===== src/rtl/coprocessor0_regfile.sv =====
// CP0 register file: BadVAddr/Count/Compare/Status/Cause/EPC, the Count/Compare timer,
// commit-time exception/ERET sequencing and the fetch-redirect/interrupt bus toward IF.
module coprocessor0_regfile #(
    parameter logic [31:0] EXC_VECTOR = 32'hBFC0_0380,
    parameter int          COUNT_DIV  = 2
) (
    input  logic        clk,
    input  logic        resetn,
    input  logic [5:0]  ext_int,
    input  logic        wb_valid,
    input  logic        wb_exception,
    input  logic [4:0]  wb_exc_code,
    input  logic        wb_in_delay_slot,
    input  logic [31:0] wb_pc,
    input  logic        wb_badvaddr_we,
    input  logic [31:0] wb_badvaddr,
    input  logic        wb_eret,
    input  logic        wb_mtc0,
    input  logic [7:0]  cp0_addr,
    input  logic [31:0] cp0_wdata,
    output logic [31:0] cp0_rdata,
    output logic        flush,
    output logic [31:0] exception_address,
    output logic [7:0]  interrupt_valid
);
    localparam logic [7:0] A_BADVADDR = 8'h40;
    localparam logic [7:0] A_COUNT    = 8'h48;
    localparam logic [7:0] A_COMPARE  = 8'h58;
    localparam logic [7:0] A_STATUS   = 8'h60;
    localparam logic [7:0] A_CAUSE    = 8'h68;
    localparam logic [7:0] A_EPC      = 8'h70;
    localparam int DIV_W = (COUNT_DIV > 1) ? $clog2(COUNT_DIV) : 1;

    logic [DIV_W-1:0] div_q, div_d;
    logic [31:0] badvaddr_q, badvaddr_d, count_q, count_d, compare_q, compare_d, epc_q, epc_d;
    logic [7:0]  im_q, im_d;
    logic        exl_q, exl_d, ie_q, ie_d;
    logic        bd_q, bd_d, ti_q, ti_d;
    logic [5:0]  ip_hw_q, ip_hw_d;
    logic [1:0]  ip_sw_q, ip_sw_d;
    logic [4:0]  exc_code_q, exc_code_d;
    logic        flush_q, flush_d;
    logic [31:0] exc_addr_q, exc_addr_d;

    // wb_valid qualifies every wb_* request; a commit is accepted unconditionally in its cycle.
    logic exc_fire, eret_fire, mtc0_fire, tick;
    assign exc_fire  = wb_valid & wb_exception;
    assign eret_fire = wb_valid & wb_eret & ~wb_exception;
    assign mtc0_fire = wb_valid & wb_mtc0 & ~wb_exception;
    assign tick      = (div_q == DIV_W'(COUNT_DIV - 1));

    always_comb begin
        div_d      = tick ? '0 : div_q + 1'b1;
        badvaddr_d = badvaddr_q;
        count_d    = tick ? count_q + 32'd1 : count_q;
        compare_d  = compare_q;
        epc_d      = epc_q;
        im_d       = im_q;
        exl_d      = exl_q;
        ie_d       = ie_q;
        bd_d       = bd_q;
        ti_d       = ti_q | (count_q == compare_q);
        ip_hw_d    = {ext_int[5] | ti_q, ext_int[4:0]};
        ip_sw_d    = ip_sw_q;
        exc_code_d = exc_code_q;
        flush_d    = exc_fire | eret_fire;
        exc_addr_d = exc_addr_q;

        if (mtc0_fire) begin
            case (cp0_addr)
                A_COUNT:   count_d = cp0_wdata;
                A_COMPARE: begin
                    compare_d = cp0_wdata;
                    ti_d      = 1'b0;
                end
                A_STATUS:  begin
                    im_d  = cp0_wdata[15:8];
                    exl_d = cp0_wdata[1];
                    ie_d  = cp0_wdata[0];
                end
                A_CAUSE:   ip_sw_d = cp0_wdata[9:8];
                A_EPC:     epc_d = cp0_wdata;
                default:   ;
            endcase
        end

        if (eret_fire) begin
            exl_d      = 1'b0;
            exc_addr_d = epc_q;
        end

        // A nested exception (EXL already set) keeps the original return point.
        if (exc_fire) begin
            if (!exl_q) begin
                epc_d = wb_in_delay_slot ? wb_pc - 32'd4 : wb_pc;
                bd_d  = wb_in_delay_slot;
            end
            exl_d      = 1'b1;
            exc_code_d = wb_exc_code;
            if (wb_badvaddr_we) badvaddr_d = wb_badvaddr;
            exc_addr_d = EXC_VECTOR;
        end
    end

    always_ff @(posedge clk) begin
        if (!resetn) begin
            div_q      <= '0;
            badvaddr_q <= '0;
            count_q    <= '0;
            compare_q  <= '0;
            epc_q      <= '0;
            im_q       <= '0;
            exl_q      <= 1'b0;
            ie_q       <= 1'b0;
            bd_q       <= 1'b0;
            ti_q       <= 1'b0;
            ip_hw_q    <= '0;
            ip_sw_q    <= '0;
            exc_code_q <= '0;
            flush_q    <= 1'b0;
            exc_addr_q <= '0;
        end else begin
            div_q      <= div_d;
            badvaddr_q <= badvaddr_d;
            count_q    <= count_d;
            compare_q  <= compare_d;
            epc_q      <= epc_d;
            im_q       <= im_d;
            exl_q      <= exl_d;
            ie_q       <= ie_d;
            bd_q       <= bd_d;
            ti_q       <= ti_d;
            ip_hw_q    <= ip_hw_d;
            ip_sw_q    <= ip_sw_d;
            exc_code_q <= exc_code_d;
            flush_q    <= flush_d;
            exc_addr_q <= exc_addr_d;
        end
    end

    always_comb begin
        cp0_rdata = 32'h0;
        case (cp0_addr)
            A_BADVADDR: cp0_rdata = badvaddr_q;
            A_COUNT:    cp0_rdata = count_q;
            A_COMPARE:  cp0_rdata = compare_q;
            A_STATUS:   cp0_rdata = {9'h0, 1'b1, 6'h0, im_q, 6'h0, exl_q, ie_q};
            A_CAUSE:    cp0_rdata = {bd_q, ti_q, 14'h0, ip_hw_q, ip_sw_q, 1'b0, exc_code_q, 2'b00};
            A_EPC:      cp0_rdata = epc_q;
            default:    cp0_rdata = 32'h0;
        endcase
    end

    assign flush             = flush_q;
    assign exception_address = exc_addr_q;
    assign interrupt_valid   = {ip_hw_q, ip_sw_q} & im_q & {8{ie_q & ~exl_q}};

endmodule


===== config.mk =====
export PLATFORM = sky130hd
export DESIGN_NAME = coprocessor0_regfile
export DESIGN_NICKNAME = d
export VERILOG_FILES = /design/src/rtl/coprocessor0_regfile.sv
export SDC_FILE = /design/constraint.sdc
export NUM_CORES = 1
export LEC_CHECK = 0
export ABC_AREA = 1
export CORE_MARGIN = 4
export CORE_UTILIZATION = 30
export CTS_CLUSTER_SIZE = 28
export DETAILED_ROUTE_END_ITERATION = 8
export GPL_TIMING_DRIVEN = 0
export SLEW_MARGIN = 5
export SYNTH_ARGS = -nofsm -noshare
export SYNTH_HDL_FRONTEND = slang
export SYNTH_SLANG_ARGS = --single-unit

===== constraint.sdc =====
create_clock -name clk -period 1.44 [get_ports clk]
set_input_delay 0.288 -clock clk [delete_from_list [all_inputs] [get_ports clk]]
set_output_delay 0.288 -clock clk [all_outputs]
set_load 0.01 [all_outputs]

==> results of run 1 <==
## worst max path at each step
stage,end,depth (start not counted),slack (ps)
floorplan,cp0_rdata[15],8,-50
detailed placement,cp0_rdata[29],11,-1670
CTS,cp0_rdata[12],12,-550
finish,cp0_rdata[23],12,-510
global route,cp0_rdata[23],12,-560
global placement,cp0_rdata[11],12,-1680
## synthesized netlist by cell type, types with 2 or more instances
| master | instances |
|---|---|
| nand4_1 | 22 |
| nand3b_1 | 6 |
| o221a_2 | 4 |
| a211oi_1 | 5 |
| o211ai_1 | 4 |
| clkinv_1 | 3 |
| nor2_1 | 162 |
| o22ai_1 | 31 |
| nor3_1 | 8 |
| xnor2_1 | 11 |
| nand3_2 | 5 |
| a22oi_1 | 5 |
| nand2_2 | 3 |
| clkbuf_1 | 27 |
| dfxtp_1 | 187 |
| nand3_1 | 85 |
| buf_4 | 3 |
| inv_1 | 221 |
| inv_2 | 9 |
| o21ai_0 | 147 |
| nand2_1 | 369 |
| buf_2 | 32 |
| nor2_2 | 15 |
| a31oi_1 | 9 |
| xor2_1 | 13 |
| o21ai_1 | 11 |
| buf_1 | 4 |
| ha_1 | 2 |
| nor2_4 | 5 |
| buf_6 | 4 |
| a21oi_1 | 188 |
## logic make-up after synthesis
logic type                 share of synthesized area (%)
AOI/OAI and AO/OA                                   21.1
xor gates and xnor gates                            2.05
adders and majority gates                          0.244
buffers and inverters                               11.9
DFF                                                 36.5
and+or+nand+nor                                     28.2
## tightest hold or removal path, stage by stage
cell and delay [ps]:
clkbuf_2 110, inv_2 110, a21oi_1 70
## timing repair
| item | CTS | global route |
|---|---|---|
| endpoints found under the setup margin | 249 | 160 |
| gates cloned | 8 | 8 |
| hold endpoints to repair | 0 | 0 |
| pin swaps | 74 | 92 |
| setup buffers | 81 | 54 |
| resized for setup | 637 | 327 |
## layout by cell type, fill, tap and decap left out, types with 9 or more instances in the layout
master             n
nand2_4           19
buf_12            22
nand4_1           22
xnor2_1            9
inv_1            197
o21ai_2           33
o22ai_2           12
nor2_2            27
a21oi_2           41
nand2_1          307
dfxtp_4           18
a21oi_1          143
nor2_1           105
clkdlybuf4s50_1   92
dfxtp_2           13
o21ai_0           67
buf_4             75
a31oi_1            9
inv_2             19
buf_2             43
nand2_2           42
nand3_1           61
o22ai_4           19
nand3_4            9
buf_6             70
dfxtp_1          156
dlygate4sd2_1     40
o21ai_1           51
nand3_2           20
nor2_4            50
buf_8             12
clkbuf_2          11
clkbuf_16         24
clkbuf_1          15
xor2_1            13
## report_power, final
part	total, mW	internal [mW]	switching [mW]
Clock	4.85	2.33	2.53
Combinational	1.79	0.756	1.04
Sequential	5.47	5.32	0.159
Total	12.1	8.40	3.72
## metal layers
layer,up-vias,global-route usage [%],share of wire [%]
met5,-,0,0
met2,680,44.1,46
met3,158,4.36,9.2
met1,6133,36.5,40
met4,0,10.2,4.9
li1,5943,-,-
## cell type report
cell class              count  area share [%]
plain buffers              70            4.11
clock buffers              18            2.52
clock inverters            14           0.897
inverters                 233            5.57
multi-input cells        1119            41.3
flip-flops and latches    187            22.5
well taps                 448            3.29
repair buffers            338            19.8
## state kept, by name (all words and copies together), names as in the netlist, 5 cells and up
name,cells
count_q,32
badvaddr_q,32
epc_q,32
im_q,8
ip_hw_q,6
compare_q,32
exception_address,32
exc_code_q,5
## through the flow
stage | instances | instance area (sq um) | setup WS [ps] | utilization [%] | setup TNS, ps
after floorplan | 1609 | 10400 | -48.4 | - | -731
after global placement | 2251 | 12900 | -1680 | 38.4 | -186170
after detailed placement | 2251 | 12900 | -1670 | 38.4 | -187450
after CTS | 2371 | 15500 | -553 | 46.2 | -15850
after global routing | 2427 | 17000 | -558 | 50.6 | -23470
final | 2427 | 17000 | -505 | 50.6 | -18520
==> key figures, run 1 <==
Status
  – Status: complete, but fails checks
  – Violated checks: negative setup slack

Worst setup path
  – R2R Setup Slk: -210 ps
  – Number of buffers and inverters on the critical path: 6
  – Critical path's top delay family: buffers and inverters
  – Crit Path Category: in2out
  – Worst EP required: 1150 ps
  – Slowest cell on crit path: buf_12
  – CP max FO: 6
  – Critical-path cell list: buf_6 > nor2_4 > nand3_2 > inv_4 > nand3_4 > buf_12 > buf_8 > buf_6 > o22ai_4 > a21oi_4 > o21ai_2 > buf_2
  – Worst R2R End: count_q[24]$_SDFF_PN0_
  – Worst EP arrival: 1660 ps
  – Reg2reg path depth: 10
  – Setup crit start kind: input port
  – Worst setup path start: cp0_addr[1]
  – CP peak stage delay: 170 ps
  – R2R Path Start: count_q[1]$_SDFF_PN0_
  – Cell repeated most along the worst path: buf_6
  – Worst setup EP type: output pin

Yosys
  – Register bit total from synthesis: 187
  – Count of different cell masters after synthesis: 40
  – Synth Net Count: 1,734
  – Ranking of synthesized cells by area: dfxtp_1 36%, nand2_1 13%, a21oi_1 9.2%
  – Synth Warn #: 0
  – Avg Cell Area, Syn: 6.38 sq um
  – Ys async rst share: 0%
  – Yosys top cell area share: 36.5%
  – Synthesized area: 10,300 sq um
  – Register area share after synthesis: 36.5%
  – Synth Flop Type: dfxtp_1
  – Post-synth EDFFs: 0
  – Cells after synthesis: 1,609
  – Synth area leader: dfxtp_1

Routing
  – Vias per inst: 5.32
  – Number of routed nets with antenna violations: 0
  – Drt total wl: 53.4 mm
  – # DRC: 0
  – Routed wire per std cell: 22.0 um
  – DRT Pass-1 Iters: 6
  – Initial DRC count: 1,409
  – Routed via count: 12,900

Pwr
  – Power Dens Cells: 713 nW/um^2
  – Pwr Total: 12.1 mW
  – Leakage: 7.22 nW
  – Peak VDD IR: 0.852 mV

Floorplanning
  – Site Rows: 67
  – Total core area: 33,600 sq um
  – Ports: 196
  – Chip width: 193 um
  – Initial core utilization: 30.5%
  – Die area: 37,200 sq um
  – Die height: 193 um

Final layout
  – Layout cells sized above 1: 33.2%
  – Register Area: 3830 sq um
  – Area Growth Syn to Fin: 65.7%
  – Fill cell count: 3,232
  – Antenna diodes: 0
  – Area of the multi-input gates: 7020 sq um
  – Nets: 2,091

Run
  – Max Cap Viol: 0

STA
  – Final setup margin: -505 ps
  – Final setup vio count: 74
  – Count of final hold-check violations: 0
  – Max_slew headroom: 34.1%
  – Fin crit period: 1950 ps
  – Layout Skew: 21.9 ps
  – RSZ-0062 raised after global routing: yes
  – Hold slack: 174 ps
  – Highest clock rate: 514 MHz
  – Max Slew Vio Count: 0
  – Final Cycle Share: 135%
  – Worst-Margin Slew: 989 ps

Global route
  – Global Route Usage Sum: 27.2%
  – Global-route wire length before repair: 75.1 mm
  – Vias in the first global route: 12,200
  – Global-route congestion overflow total: 0
  – Initial antenna violation count: 0
  – Largest net degree at the start of global routing: 20

Clocking
  – Cts hold-fix bufs: 0
  – Clock root cell: clkbuf_16
  – H-tree Lvls: 4
  – Clock sink total: 187
  – Clock latency on the worst-skew pair: 460 ps
  – CTS buffer count: 17
  – CTS tree: yes
  – CTS clock-pin slew for the worst setup and hold paths: 80 ps
  – Clock tree buffer depth: 2

Hold path
  – Worst hold stages: 3
  – Tightest Hold Check Type: in2reg
  – HP Start: wb_in_delay_slot
  – Hold Crit Endpoint: bd_q$_SDFFE_PN0P_

Placement
  – PortBufs: 194
  – Hpwl dp: 38.4 mm
  – Placer Congestion: 0.953
(Power assumes the default switching activity.)
==> run 2: changes to the inputs <==
Settings changed: SETUP_SLACK_MARGIN set to 0.4.
==> run 2 against run 1 <==
Largest cell class unchanged. Critical path depth unchanged. Register-to-register slack hardly changed. Cell area grew 7.8%. Wire length rose by 4.2%. Flip-flop and latch count did not move. Utilization grew 3.9 points. The run still ends with negative setup slack left. Largest power group unchanged. Via count up 1.9%. Critical endpoint is now cp0_rdata[22]. Clock skew shrank 6.0 ps. Clock power grew 8.2%.
==> key figures, run 2 (synthesis results as in run 1) <==
Status
  – Status: complete, but fails checks
  – Violated checks: negative setup slack

Floorplanning
  – Chip width: 193 um
  – Initial core utilization: 30.5%
  – Die area: 37,200 sq um
  – Total core area: 33,600 sq um
  – Site Rows: 67
  – Die height: 193 um
  – Ports: 196

STA
  – Final setup TNS: -23,450 ps
  – Final Cycle Share: 139%
  – Hold slack: 216 ps
  – Layout Skew: 16.0 ps
  – Max_slew headroom: 42.3%
  – Final setup vio count: 98
  – Worst-Margin Slew: 866 ps
  – Count of final hold-check violations: 0
  – RSZ-0062 raised after global routing: yes
  – Highest clock rate: 500 MHz
  – Final setup margin: -560 ps
  – Fin crit period: 2000 ps
  – Max Slew Vio Count: 0

Global route
  – Vias in the first global route: 12,600
  – Largest net degree at the start of global routing: 23
  – Global-route wire length before repair: 78.0 mm
  – Initial antenna violation count: 0
  – Global-route congestion overflow total: 0
  – Global Route Usage Sum: 28.1%

Routing
  – Vias per inst: 5.36
  – Routed via count: 13,200
  – Initial DRC count: 1,601
  – Number of routed nets with antenna violations: 0
  – Routed wire per std cell: 22.7 um
  – DRT Pass-1 Iters: 5
  – Drt total wl: 55.7 mm
  – # DRC: 0

Final layout
  – Antenna diodes: 0
  – Fill cell count: 2,971
  – Area of the multi-input gates: 7630 sq um
  – Nets: 2,120
  – Most frequent cells in the layout: 291 x nand2_1, 193 x inv_1, 123 x dfxtp_1
  – Layout cells sized above 1: 42.8%
  – Area Growth Syn to Fin: 78.6%
  – Commonest non-fill, non-tap cell in the layout: nand2_1
  – Register Area: 3880 sq um
  – Non-filler instance count after layout: 2,456

Placement
  – Dpl ws: -1690 ps
  – Placed Cells: 2,251
  – Placer Congestion: 0.973
  – Hpwl dp: 37.9 mm
  – PortBufs: 194

Clocking
  – H-tree Lvls: 4
  – CTS clock-pin slew for the worst setup and hold paths: 90 ps
  – CTS buffer count: 17
  – Clock tree buffer depth: 2
  – Clock root cell: clkbuf_16
  – Cts hold-fix bufs: 0
  – Clock latency on the worst-skew pair: 460 ps
  – CTS tree: yes
  – Clock sink total: 187

Worst setup path
  – CP max FO: 6
  – Worst EP arrival: 1710 ps
  – Crit Path Category: in2out
  – Worst EP required: 1150 ps
  – Worst setup EP type: output pin
  – Setup crit start kind: input port

Hold path
  – Tightest Hold Check Type: in2reg

Run
  – Max Cap Viol: 0

Pwr
  – Leakage: 7.72 nW
  – Peak VDD IR: 0.894 mV
  – Pwr Total: 12.8 mW
  – Power Dens Cells: 700 nW/um^2
==> run 2: through the flow <==
step / instance area, sq um / util, %
after floorplan: 10700 / -
final: 18300 / 54.5
after CTS: 17000 / 50.6
after global routing: 18300 / 54.5
after detailed placement: 13200 / 39.4
after global placement: 13200 / 39.4
==> run 2: path summary, 6_finish.rpt <==
| check | start | endpoint | slack (ps) | cells past startpoint |
|---|---|---|---|---|
| setup / recovery | cp0_addr[0] | cp0_rdata[22] | -560 | 12 |
| hold / removal | wb_eret | exception_address[7]$_SDFFE_PN0P_ | 220 | 5 |
| setup reg to reg | count_q[1]$_SDFF_PN0_ | count_q[14]$_SDFF_PN0_ | -210 | 9 |
| hold reg to reg | exception_address[1]$_SDFFE_PP0P_ | exception_address[1]$_SDFFE_PP0P_ | 480 | 2 |
==> run 2: final cells by class <==
class / instances / area share (%)
timing repair buffer: 366 / 20.9
tap: 448 / 3.06
sequential: 187 / 21.1
clock buffer: 17 / 2.32
inverter: 233 / 5.26
clock inverter: 15 / 1.31
buffer: 71 / 4.37
multi-input combinational: 1119 / 41.6
==> run 2: routing by layer <==
layer / part of all wire (%) / GRT usage (%) / vias to the layer above
met5: 0 / 0 / -
met3: 9.9 / 5.92 / 249
li1: - / - / 6012
met4: 6.9 / 12.7 / 0
met2: 45 / 46.1 / 783
met1: 38 / 35.7 / 6117
==> run 2: report_power, final <==
| part | internal [mW] | total, mW | switching, mW | leakage [nW] |
|---|---|---|---|---|
| Combinational | 0.935 | 2.10 | 1.16 | 5.85 |
| Sequential | 5.32 | 5.49 | 0.169 | 1.56 |
| Clock | 2.60 | 5.25 | 2.65 | 0.317 |
==> run 2: repair_timing <==
action	in CTS	in global routing
cloned	20	1
resized for setup	901	330
setup buffers	115	37
pin swaps	131	105
endpoints found under the setup margin	252	246
==> run 2: critical path, stage by stage <==
cell	delay, ps
buf_6	70
nor2_4	30
buf_4	130
nand3_4	100
inv_6	60
nand2_8	130
buf_6	140
clkinvlp_4	140
buf_6	160
a21oi_4	190
nand2_1	100
buf_2	150
